## config.mk

```make
export PLATFORM = sky130hd
export DESIGN_NAME = vga_timing_gen
export DESIGN_NICKNAME = d
export VERILOG_FILES = /design/src/rtl/vga_timing_gen.sv
export SDC_FILE = /design/constraint.sdc
export NUM_CORES = 1
export LEC_CHECK = 0
export BUFFER_PORTS_ARGS = -buffer_cell sky130_fd_sc_hd__buf_2
export CAP_MARGIN = 40
export CORE_ASPECT_RATIO = 0.6
export CORE_MARGIN = 2
export CORE_UTILIZATION = 45
export CTS_CLUSTER_SIZE = 28
export DETAILED_ROUTE_END_ITERATION = 6
export PLACE_DENSITY = 0.7
export SETUP_SLACK_MARGIN = 0.1
export SYNTH_ARGS = -nofsm -noshare
export SYNTH_HDL_FRONTEND = slang
export SYNTH_SLANG_ARGS = --single-unit
```

## constraint.sdc

```tcl
create_clock -name clk -period 2.88 [get_ports clk]
set_input_delay 0 -clock clk [delete_from_list [all_inputs] [get_ports clk]]
set_output_delay 0 -clock clk [all_outputs]
set_load 0.02 [all_outputs]
```

## src/rtl/vga_timing_gen.sv

```systemverilog
// Parametrised VGA raster timing generator: pixel-clock enable, h/v counters,
// sync/display decode with a pix_ce-clocked delay line matching the pixel source latency.
module vga_timing_gen #(
    parameter int CLK_DIV    = 4,
    parameter int H_ACTIVE   = 640,
    parameter int H_FP       = 16,
    parameter int H_SYNC     = 96,
    parameter int H_BP       = 48,
    parameter int V_ACTIVE   = 480,
    parameter int V_FP       = 10,
    parameter int V_SYNC     = 2,
    parameter int V_BP       = 33,
    parameter bit HS_POL     = 1'b0,
    parameter bit VS_POL     = 1'b0,
    parameter int PIPE_DELAY = 2,
    parameter int COORD_W    = 12
) (
    input  logic               clk,
    input  logic               rst_n,
    input  logic               enable,
    output logic               pix_ce,
    output logic               hsync,
    output logic               vsync,
    output logic               display_en,
    output logic [COORD_W-1:0] x,
    output logic [COORD_W-1:0] y,
    output logic               line_start,
    output logic               frame_start,
    output logic               vblank,
    output logic [15:0]        frame_cnt
);

    localparam int H_TOTAL = H_ACTIVE + H_FP + H_SYNC + H_BP;
    localparam int V_TOTAL = V_ACTIVE + V_FP + V_SYNC + V_BP;
    localparam int DIV_W   = (CLK_DIV > 1) ? $clog2(CLK_DIV) : 1;
    localparam int unsigned PD = PIPE_DELAY;

    localparam logic [DIV_W-1:0]   DIV_LAST = DIV_W'(CLK_DIV - 1);
    localparam logic [COORD_W-1:0] H_LAST   = COORD_W'(H_TOTAL - 1);
    localparam logic [COORD_W-1:0] V_LAST   = COORD_W'(V_TOTAL - 1);
    localparam logic [COORD_W-1:0] H_ACT    = COORD_W'(H_ACTIVE);
    localparam logic [COORD_W-1:0] V_ACT    = COORD_W'(V_ACTIVE);
    localparam logic [COORD_W-1:0] HS_START = COORD_W'(H_ACTIVE + H_FP);
    localparam logic [COORD_W-1:0] HS_END   = COORD_W'(H_ACTIVE + H_FP + H_SYNC);
    localparam logic [COORD_W-1:0] VS_START = COORD_W'(V_ACTIVE + V_FP);
    localparam logic [COORD_W-1:0] VS_END   = COORD_W'(V_ACTIVE + V_FP + V_SYNC);

    if (CLK_DIV < 1 || PIPE_DELAY < 0 || PIPE_DELAY > 8 ||
        H_ACTIVE < 1 || H_FP < 1 || H_SYNC < 1 || H_BP < 1 ||
        V_ACTIVE < 1 || V_FP < 1 || V_SYNC < 1 || V_BP < 1 ||
        H_TOTAL > (1 << COORD_W) || V_TOTAL > (1 << COORD_W)) begin : g_param_check
        $error("vga_timing_gen: illegal parameter set");
    end

    logic [DIV_W-1:0] div_cnt;
    logic             x_wrap;
    logic             y_wrap;
    logic             line_q;
    logic             frame_q;
    logic             act_raw;
    logic             hs_raw;
    logic             vs_raw;
    logic [2:0]       dly [0:PD];

    // rst_n gating keeps pix_ce low during reset even when CLK_DIV=1
    assign pix_ce = rst_n & enable & (div_cnt == DIV_LAST);
    assign x_wrap = (x == H_LAST);
    assign y_wrap = (y == V_LAST);

    always_ff @(posedge clk or negedge rst_n) begin
        if (!rst_n) begin
            div_cnt <= '0;
        end else if (enable) begin
            div_cnt <= (div_cnt == DIV_LAST) ? '0 : div_cnt + DIV_W'(1);
        end
    end

    always_ff @(posedge clk or negedge rst_n) begin
        if (!rst_n) begin
            x         <= '0;
            y         <= '0;
            frame_cnt <= '0;
            line_q    <= 1'b0;
            frame_q   <= 1'b0;
        end else begin
            line_q  <= pix_ce & x_wrap;
            frame_q <= pix_ce & x_wrap & y_wrap;
            if (pix_ce) begin
                if (x_wrap) begin
                    x <= '0;
                    if (y_wrap) begin
                        y         <= '0;
                        frame_cnt <= frame_cnt + 16'd1;
                    end else begin
                        y <= y + COORD_W'(1);
                    end
                end else begin
                    x <= x + COORD_W'(1);
                end
            end
        end
    end

    assign act_raw = (x < H_ACT) && (y < V_ACT);
    assign hs_raw  = (x >= HS_START) && (x < HS_END);
    assign vs_raw  = (y >= VS_START) && (y < VS_END);

    // {act,hs,vs}; stage PD drives the outputs, so total latency is PD+1 ticks
    always_ff @(posedge clk or negedge rst_n) begin
        if (!rst_n) begin
            for (int unsigned i = 0; i <= PD; i++) dly[i] <= '0;
        end else if (pix_ce) begin
            dly[0] <= {act_raw, hs_raw, vs_raw};
            for (int unsigned i = 1; i <= PD; i++) dly[i] <= dly[i-1];
        end
    end

    assign display_en  = dly[PD][2];
    assign hsync       = dly[PD][1] ? HS_POL : ~HS_POL;
    assign vsync       = dly[PD][0] ? VS_POL : ~VS_POL;
    assign vblank      = (y >= V_ACT);
    assign line_start  = line_q & enable;
    assign frame_start = frame_q & enable;

endmodule

```

==> results of run 1 <==
==> cell families (layout without fill, tap and decap cells) <==
| kind of cell | after synthesis | in the layout | synth area share, % |
|---|---|---|---|
| simple gates | 113 | 113 | 24.79 |
| flops | 53 | 53 | 52.14 |
| xor+xnor | 28 | 28 | 9.641 |
| compound gates | 22 | 22 | 5.559 |
| buf+inv | 21 | 76 | 3.590 |
| fa+ha+maj | 6 | 6 | 2.951 |
| mux | 3 | 3 | 1.328 |
==> path summary, 6_finish.rpt <==
check,to,start,slack [ns]
setup / recovery,frame_cnt[15]$_DFFE_PN0P_,y[1]$_DFFE_PN0P_,0.37
hold / removal,div_cnt[1]$_DFFE_PN0P_,enable,0.02
setup reg to reg,frame_cnt[15]$_DFFE_PN0P_,y[1]$_DFFE_PN0P_,0.37
hold reg to reg,frame_cnt[15]$_DFFE_PN0P_,frame_cnt[15]$_DFFE_PN0P_,0.46
max in group asynchronous,dly[6]$_DFFE_PN0N_,rst_n,2.04
min in group asynchronous,frame_cnt[13]$_DFFE_PN0P_,rst_n,0.39
==> registers in the layout, summed over array words and instances, names as in the netlist <==
name        flops
div_cnt         2
x              12
frame_q         1
frame_cnt      16
dly             8
line_q          1
display_en      1
y              12
==> layer usage <==
metal	GRT usage, %	wire length (um)	vias to the layer above	part of all wire (%)
li1	-	-	975	-
met1	30.85	2852	949	52
met2	22.43	2200	70	40
met3	4.279	392	9	7.1
met4	4.730	83	0	1.5
met5	0	0	-	0
==> Yosys cell counts (all sizes together) (5+ instances only) <==
library cell  count  share of area, %
nand4            10               2.5
xnor2             7               2.4
inv              13               1.9
nand3            15               3.0
nand2            36               5.3
o21ai            11               2.2
o31ai             5               1.5
nor4              9               4.0
nor3             14               2.8
ha                6               3.0
xor2             21               7.2
nor2             11               1.6
dfrtp            53                52
==> report_power, final <==
group	leakage [nW]	internal [mW]	switching [mW]
sequential	0.699	0.797	0.0542
clock	0.0450	0.169	0.235
combinational	0.799	0.0935	0.159
==> timing repair <==
item,4_1_cts,5_1_grt
endpoints found under the hold margin,53,0
hold buffers,1,0
buffers inserted,0,0
==> final cells by class <==
class	instances	area, um^2	area share, %
sequential	53	1326	44.82
multi-input combinational	172	1126	38.05
clock buffer	6	72.57	2.452
timing repair buffer	54	285.3	9.641
tap	69	86.33	2.918
clock inverter	2	10.01	0.3383
inverter	14	52.55	1.776
==> worst max-delay path, stage by stage (launching register included) <==
cell	delay, ns
dfrtp_1	0.44
inv_1	0.12
ha_1	0.16
nor4bb_1	0.30
nand4_1	0.47
buf_4	0.37
nor4_1	0.40
xor2_1	0.18
==> impl_metrics.tcl, run 1 <==
set metrics [dict create \
    worstSetupPathType "reg -> reg" \
    nFillCells 519 \
    reg2regPathDepth 7 \
    final_cell_area_um2 2959 \
    grt_first_pass_wirelength_um 8990 \
    cts_tree "yes" \
    clk_pin_slew_ns 0.09 \
    synthArstFlopShare_pct 100.0 \
    fin_util_pct 53.63 \
    placedCellCount 361 \
    worstSetupStartpointType "register" \
    start_util_pct 46.10 \
    die_w_um 101.1 \
    setup_tns_ns 0 \
    fmaxAchievable_mhz 398.2 \
    numPortBuffers 49 \
    hold_ws_ns 0.01934 \
    worst_pin_slew_ns 0.6666 \
    io_pins 50 \
    grt_antenna_before_repair 0 \
    vias 2003 \
    drive_gt1_share_pct 22.59 \
    rsz0062_at_grt "no" \
    synth_cell_types 36 \
    slew_headroom_pct 55.56 \
    drc 0 \
    nets 309 \
    grt_pass1_vias 1738 \
    drtIter0Drc 106 \
    finalMaxSlewViolations 0 \
    clk_latency_ns 0.30 \
    synth-edff-count 0 \
    antenna_cells 0 \
    vias_per_cell 5.414 \
    dieArea_um2 6289 \
    dp_hpwl_um 3968 \
    hold_class "in -> reg" \
    syn_inst 246 \
    period_minus_slack_ns 2.511 \
    wl_per_cell_um 14.94 \
    fp.dieH_um 62.24 \
    ys_seq_elements 53 \
    ant_nets 0 \
    placementRows 21 \
    track_usage_pct 18.16 \
    cts_buffer_depth 2 \
    post_cts_resized 0 \
    layout_common_cells "dfrtp_1 (53), buf_2 (49), nand2_1 (36)" \
    fin_ws_ns 0.3690 \
    seq_area_frac_synth_pct 52.14 \
    setup_violations 0 \
    power_density_nw_per_um2 509.5 \
    final_cells 370 \
    clockRootBuffer "clkbuf_8" \
    drv_cap 0 \
    p_leak_nw 1.543 \
    gp_congestion 0.8330 \
    final_common_cell "dfrtp_1" \
    cts_made_buffers 5 \
    cts_num_sinks 53 \
    path_max_fanout 11 \
    fin_crit_sh_pct 87.19 \
    cts-htree-levels 2 \
    yosys_warnings 0 \
    post-place-ws_ns 0.3977 \
    wl_um 5529 \
    peakVddDrop_uv 259.7 \
    crit_arrival_ns 2.74 \
    postPlaceCellArea_um2 2867 \
    cp-end-kind "register" \
    cp.required_ns 3.11 \
    syn_avg_cell_area_um2 10.34 \
    ys.flop_type "dfrtp_1" \
    status "completed" \
    netlist_area_um2 2544 \
    hold_viol 0 \
    syn_to_final_growth_pct 16.33 \
    grt_max_degree 54 \
    hold_depth 2 \
    grt.overflow.total 0 \
    drt-pass1-iter-count 4 \
    finalPower_mw 1.508 \
    worst_clock_skew_ns 0.007752 \
    syn-num-nets 255 \
    coreArea_um2 5518 \
]
Note: power is estimated with default switching activity, not from simulation.
==> run 2, diff against run 1 <==
ABC_AREA = 1   (was default)
PLACE_DENSITY = 0.69   (was 0.7)
==> impl_metrics.tcl, run 2 <==
set metrics [dict create \
    status "completed" \
    clk_latency_ns 0.31 \
    setup_tns_ns 0 \
    nets 475 \
    final_cells 551 \
    hold_class "in -> async" \
    multiInputGateArea_um2 1438 \
    fin_crit_sh_pct 71.75 \
    grt_first_pass_wirelength_um 11340 \
    final_common_cell "nand2_1" \
    grt_max_degree 54 \
    hold_viol 0 \
    dp_hpwl_um 4950 \
    synth_top_cells_by_count "nand2_1 (160), dfrtp_1 (53), nor2_1 (48)" \
    grt.overflow.total 0 \
    crit_arrival_ns 2.32 \
    critPathCapture "frame_cnt[4]$_DFFE_PN0P_" \
    reg2regPathDepth 8 \
    ys.flop_type "dfrtp_1" \
    start_util_pct 47.79 \
    grt_use_met3_pct 4.247 \
    largest_reg_flops 16 \
    fmaxAchievable_mhz 483.9 \
    synth_cell_types 27 \
    r2r_setup_slack_ns 0.81 \
    worst_clock_skew_ns 0.009410 \
    rsz0062_at_grt "no" \
    cp.required_ns 3.13 \
    syn_avg_cell_area_um2 7.209 \
    p_leak_nw 1.834 \
    seq_area_frac_synth_pct 44.22 \
    dieArea_um2 7355 \
    ant_nets 0 \
    peakVddDrop_uv 345.5 \
    cp-startpoint "div_cnt[0]$_DFFE_PN0P_" \
    syn_to_final_growth_pct 13.85 \
    cts_setup_buffers 0 \
    period_minus_slack_ns 2.066 \
    clockRootBuffer "clkbuf_8" \
    reg_top3 "frame_cnt x16, x x12, y x12" \
    setup_violations 0 \
    grt_pass1_vias 2356 \
    yosysTopAreaCell "dfrtp_1" \
    placedCellCount 541 \
    slew_headroom_pct 56.87 \
    grt_antenna_before_repair 0 \
    path_max_fanout 27 \
    gr-usage-met2_pct 26.93 \
    io_pins 50 \
    antenna_cells 0 \
    cts-htree-levels 2 \
    busiest_layer "met1" \
    clk_pin_slew_ns 0.10 \
    synth.top_cell.area_share_pct 44.22 \
    r2r_start "div_cnt[0]$_DFFE_PN0P_" \
    wl_um 6650 \
    cp-end-kind "register" \
    worstSetupStartpointType "register" \
    drc 0 \
    numPortBuffers 49 \
    syn-num-nets 425 \
    synth-edff-count 0 \
    wl_per_cell_um 12.07 \
    power_density_nw_per_um2 483.2 \
    ys_seq_elements 53 \
    cts_made_buffers 5 \
    coreArea_um2 6276 \
    netlist_area_um2 2999 \
    worst_pin_slew_ns 0.6470 \
    drv_cap 0 \
    gp_congestion 0.8455 \
    regArea_um2 1326 \
    track_usage_pct 19.84 \
    drt-pass1-iter-count 5 \
    fp.dieH_um 67.24 \
    layout_common_cells "nand2_1 (160), dfrtp_1 (53), buf_2 (49)" \
    nFillCells 620 \
    syn_inst 416 \
    vias 2691 \
    yosys_warnings 0 \
    finalMaxSlewViolations 0 \
    r2r-end "frame_cnt[4]$_DFFE_PN0P_" \
    drtIter0Drc 163 \
    die_w_um 109.4 \
    yosysMostFrequentCell "nand2_1" \
    cts_tree "yes" \
    synthTopCellsByArea "dfrtp_1 (44%), nand2_1 (20%), nor2_1 (6.0%), inv_1 (5.5%), nand3_1 (4.8%)" \
    cts_num_sinks 53 \
    vias_per_cell 4.884 \
    grt_util_met1_pct 31.12 \
    top_register "frame_cnt" \
    synthArstFlopShare_pct 100.0 \
    worstSetupPathType "reg -> reg" \
    finalPower_mw 1.650 \
    cts_buffer_depth 2 \
    drive_gt1_share_pct 14.35 \
    placementRows 22 \
]
[run 2: cell count changes after synthesis, moves of 4 or more]
cell | previous run | this run
o21ai_0 | 11 | 21
nor2_1 | 11 | 48
a21oi_1 | 0 | 4
buf_2 | 1 | 6
inv_1 | 12 | 44
nor3_1 | 14 | 5
and3_1 | 4 | 0
nor4_1 | 6 | 0
xor2_1 | 21 | 12
nand3_1 | 15 | 29
nand2_1 | 36 | 160
o31ai_1 | 5 | 1
[run 2: kinds of logic after synthesis]
family / after synthesis / share of synthesized area (%)
multiplexers: 1 / 0.3754
flip-flops: 53 / 44.22
adder cells (fa/ha/maj): 6 / 2.503
XOR/XNOR: 16 / 4.672
AND/OR/NAND/NOR: 256 / 35.50
AO/OA/AOI/OAI: 28 / 4.881
buffers and inverters: 56 / 7.843
[run 2: per-layer routing]
| layer | part of all wire (%) | routed length [um] |
|---|---|---|
| met5 | 0 | 0 |
| met2 | 40 | 2672 |
| met3 | 5.8 | 383 |
| met1 | 53 | 3518 |
| met4 | 1.1 | 75 |
[run 2: cell type report]
type,count,area share (%)
multi-input combinational,307,42.10
sequential,53,38.84
timing repair buffer,52,7.988
inverter,47,5.240
tap,84,3.078
clock buffer,5,2.015
clock inverter,3,0.7329
[run 2: timing repair]
| action | CTS | global route |
|---|---|---|
| gates resized for setup | 0 | 0 |
| hold endpoints to repair | 54 | 0 |
| hold buffers | 2 | 0 |
[run 2: how the worst min path moves through the flow]
stage / startpoint / end / slack [ns] / cells past startpoint
after global routing: rst_n / x[7]$_DFFE_PN0N_ / 0.47 / 3
after floorplan: rst_n / display_en$_DFFE_PN0N_ / -0.30 / 0
after detailed placement: rst_n / y[7]$_DFFE_PN0P_ / 0.23 / 2
after global placement: rst_n / y[7]$_DFFE_PN0P_ / 0.22 / 2
after CTS: rst_n / x[8]$_DFFE_PN0N_ / 0.41 / 3
final: rst_n / y[5]$_DFFE_PN0P_ / 0.37 / 3
[run 2: report_power, final]
part	switching, mW	internal (mW)	leakage (nW)
clock	0.266	0.178	0.0452
sequential	0.0707	0.825	0.701
combinational	0.202	0.109	1.09
total	0.538	1.11	1.83
[run 2: stage by stage]
step	cell area [um^2]	hold slack (ns)	setup WS, ns	utilization, %
after floorplan	2999	-0.2956	1.274	-
after global placement	3301	0.2214	0.8919	52.59
after detailed placement	3301	0.2290	0.8295	52.59
after CTS	3415	0.4137	0.7952	54.41
after global routing	3415	0.4686	0.5503	54.41
final	3415	0.3743	0.8137	54.41
[run 2: worst max-delay path: stages, from the launching register on]
cell      delay (ns)
dfrtp_1         0.41
ha_1            0.22
nand3_2         0.23
clkinv_2        0.26
nand3_4         0.33
clkinv_2        0.21
nand2_4         0.20
nand2_1         0.07
nand2_1         0.06
==> run 3, diff against run 2 <==
PLACE_DENSITY = 0.72   (was 0.69)
clock period = 1.9 ns   (was 2.88 ns; I/O delays follow)
==> impl_metrics.tcl, run 3 (synthesis results as in run 2) <==
set metrics [dict create \
    setup_violations 0 \
    grt_antenna_before_repair 0 \
    fmaxAchievable_mhz 618.8 \
    r2r_start "x[1]$_DFFE_PN0N_" \
    gp_congestion 0.9111 \
    largest_reg_flops 16 \
    cp-startpoint "x[1]$_DFFE_PN0N_" \
    slowest_delay_ns 0.40 \
    layout_common_cells "nand2_1 (159), dfrtp_1 (53), buf_2 (49)" \
    cts_made_buffers 5 \
    cpMaxStageDelayCell "dfrtp_1" \
    r2r_setup_slack_ns 0.28 \
    critPathCapture "frame_cnt[10]$_DFFE_PN0P_" \
    worst_pin_slew_ns 0.6669 \
    postPlaceCellArea_um2 3338 \
    path_cells "ha_1 > nand3_1 > nor2_2 > nand3_4 > inv_4 > nand2_4 > nand2_1 > nand2_1" \
    antenna_cells 0 \
    nFillCells 617 \
    p_switching_mw 0.7939 \
    cp-end-kind "register" \
    vias 2763 \
    cts_tree "yes" \
    coreArea_um2 6276 \
    drt-pass1-iter-count 5 \
    wl_um 7072 \
    fin_crit_sh_pct 85.05 \
    cp.required_ns 2.11 \
    vias_per_cell 4.934 \
    hold_class "in -> async" \
    clockRootBuffer "clkbuf_8" \
    peakVddDrop_uv 492.9 \
    hold_viol 0 \
    drc 0 \
    dieArea_um2 7355 \
    power_density_nw_per_um2 718.4 \
    crit_arrival_ns 1.83 \
    track_usage_pct 21.25 \
    numPortBuffers 49 \
    p_int_mw 1.721 \
    r2r-end "frame_cnt[10]$_DFFE_PN0P_" \
    start_util_pct 47.79 \
    cts_num_sinks 53 \
    grt_first_pass_wirelength_um 12020 \
    finalMaxSlewViolations 0 \
    status "completed" \
    p_seq_share_pct 53.8 \
    final_cell_area_um2 3501 \
    power.share.switching_pct 31.57 \
    dp_hpwl_um 5242 \
    top_register "frame_cnt" \
    reg2regPathDepth 8 \
    ant_nets 0 \
    syn_to_final_growth_pct 16.73 \
    worst_clock_skew_ns 0.007019 \
    grt_max_degree 54 \
    cts-htree-levels 2 \
    reg_top3 "frame_cnt x16, x x12, y x12" \
    path_max_fanout 15 \
    p_comb_share_pct 19.3 \
    rsz0062_at_grt "no" \
    io_pins 50 \
    clk_latency_ns 0.31 \
    slew_headroom_pct 55.54 \
    placementRows 22 \
    drtIter0Drc 312 \
    cpMostUsedCell "nand2_1" \
    period_minus_slack_ns 1.616 \
    power_frac_clock_pct 26.9 \
    drv_cap 0 \
    fp.dieH_um 67.24 \
    critPathTopFamily "simple AND/OR/NAND/NOR gates" \
    cts_buffer_depth 2 \
    setup_tns_ns 0 \
    clk_pin_slew_ns 0.10 \
    drive_gt1_share_pct 16.18 \
    final_common_cell "nand2_1" \
    cp.buffers_inverters 1 \
    wl_per_cell_um 12.63 \
    grt.overflow.total 0 \
    nets 484 \
    p_leak_nw 1.886 \
    worstSetupStartpointType "register" \
    grt_pass1_vias 2467 \
    worstSetupPathType "reg -> reg" \
    cp_num_cells 8 \
    die_w_um 109.4 \
]
-- run 3: layout make-up --
type | instances | area, um^2 | area share [%]
clock buffers | 6 | 82.58 | 2.359
clock inverters | 2 | 13.76 | 0.3931
inverters | 47 | 180.2 | 5.147
multi-input cells | 307 | 1440 | 41.14
flip-flops and latches | 53 | 1326 | 37.88
well taps | 84 | 105.1 | 3.002
repair buffers | 61 | 352.8 | 10.08
-- run 3: power groups by stage --
stage | clock network, mW | logic [mW] | registers, mW
3_3_place_gp | 0 | 0.469 | 1.37
5_1_grt | 0.746 | 0.549 | 1.37
3_5_place_dp | 0 | 0.486 | 1.37
2_1_floorplan | 0 | 0.249 | 1.42
4_1_cts | 0.691 | 0.491 | 1.35
6_report | 0.676 | 0.487 | 1.35
-- run 3: worst register-to-register path, cell delays in order, from the launching register on --
cell	delay, ns
dfrtp_1	0.40
ha_1	0.21
nand3_1	0.13
nor2_2	0.19
nand3_4	0.15
inv_4	0.15
nand2_4	0.14
nand2_1	0.09
nand2_1	0.05
-- run 3: repair_timing --
action / in CTS / in global routing
resized for setup: 0 / 2
setup endpoints to repair: 0 / 16
setup buffers: 0 / 4
hold endpoints to repair: 54 / 0
hold buffers: 2 / 0
-- run 3: stage by stage --
stage | instances | utilization (%) | worst slack (ns) | power [mW] | hold slack, ns
after CTS | 556 | 55.04 | 0.1573 | 2.534 | 0.3923
after global routing | 560 | 55.78 | 0.1222 | 2.667 | 0.4473
after floorplan | 416 | - | 0.2942 | 1.672 | -0.2956
after global placement | 546 | 53.19 | 0.2136 | 1.835 | 0.2061
final | 560 | 55.78 | 0.2840 | 2.515 | 0.3484
after detailed placement | 546 | 53.19 | 0.1889 | 1.861 | 0.2092
-- run 3: how the worst min path moves through the flow --
stage                                   to  slack (ns)  depth (start not counted)
floorplan           display_en$_DFFE_PN0N_       -0.30                          0
global placement    div_cnt[0]$_DFFE_PN0P_        0.21                          2
detailed placement       frame_q$_DFF_PN0_        0.21                          2
CTS                      frame_q$_DFF_PN0_        0.39                          3
global route             frame_q$_DFF_PN0_        0.45                          3
finish                   frame_q$_DFF_PN0_        0.35                          3
-- run 3: routing by layer --
layer / GRT usage (%) / routed length [um]
met3: 3.764 / 466
met5: 0 / 0
met2: 29.24 / 2770
met1: 33.58 / 3772
met4: 6.013 / 62
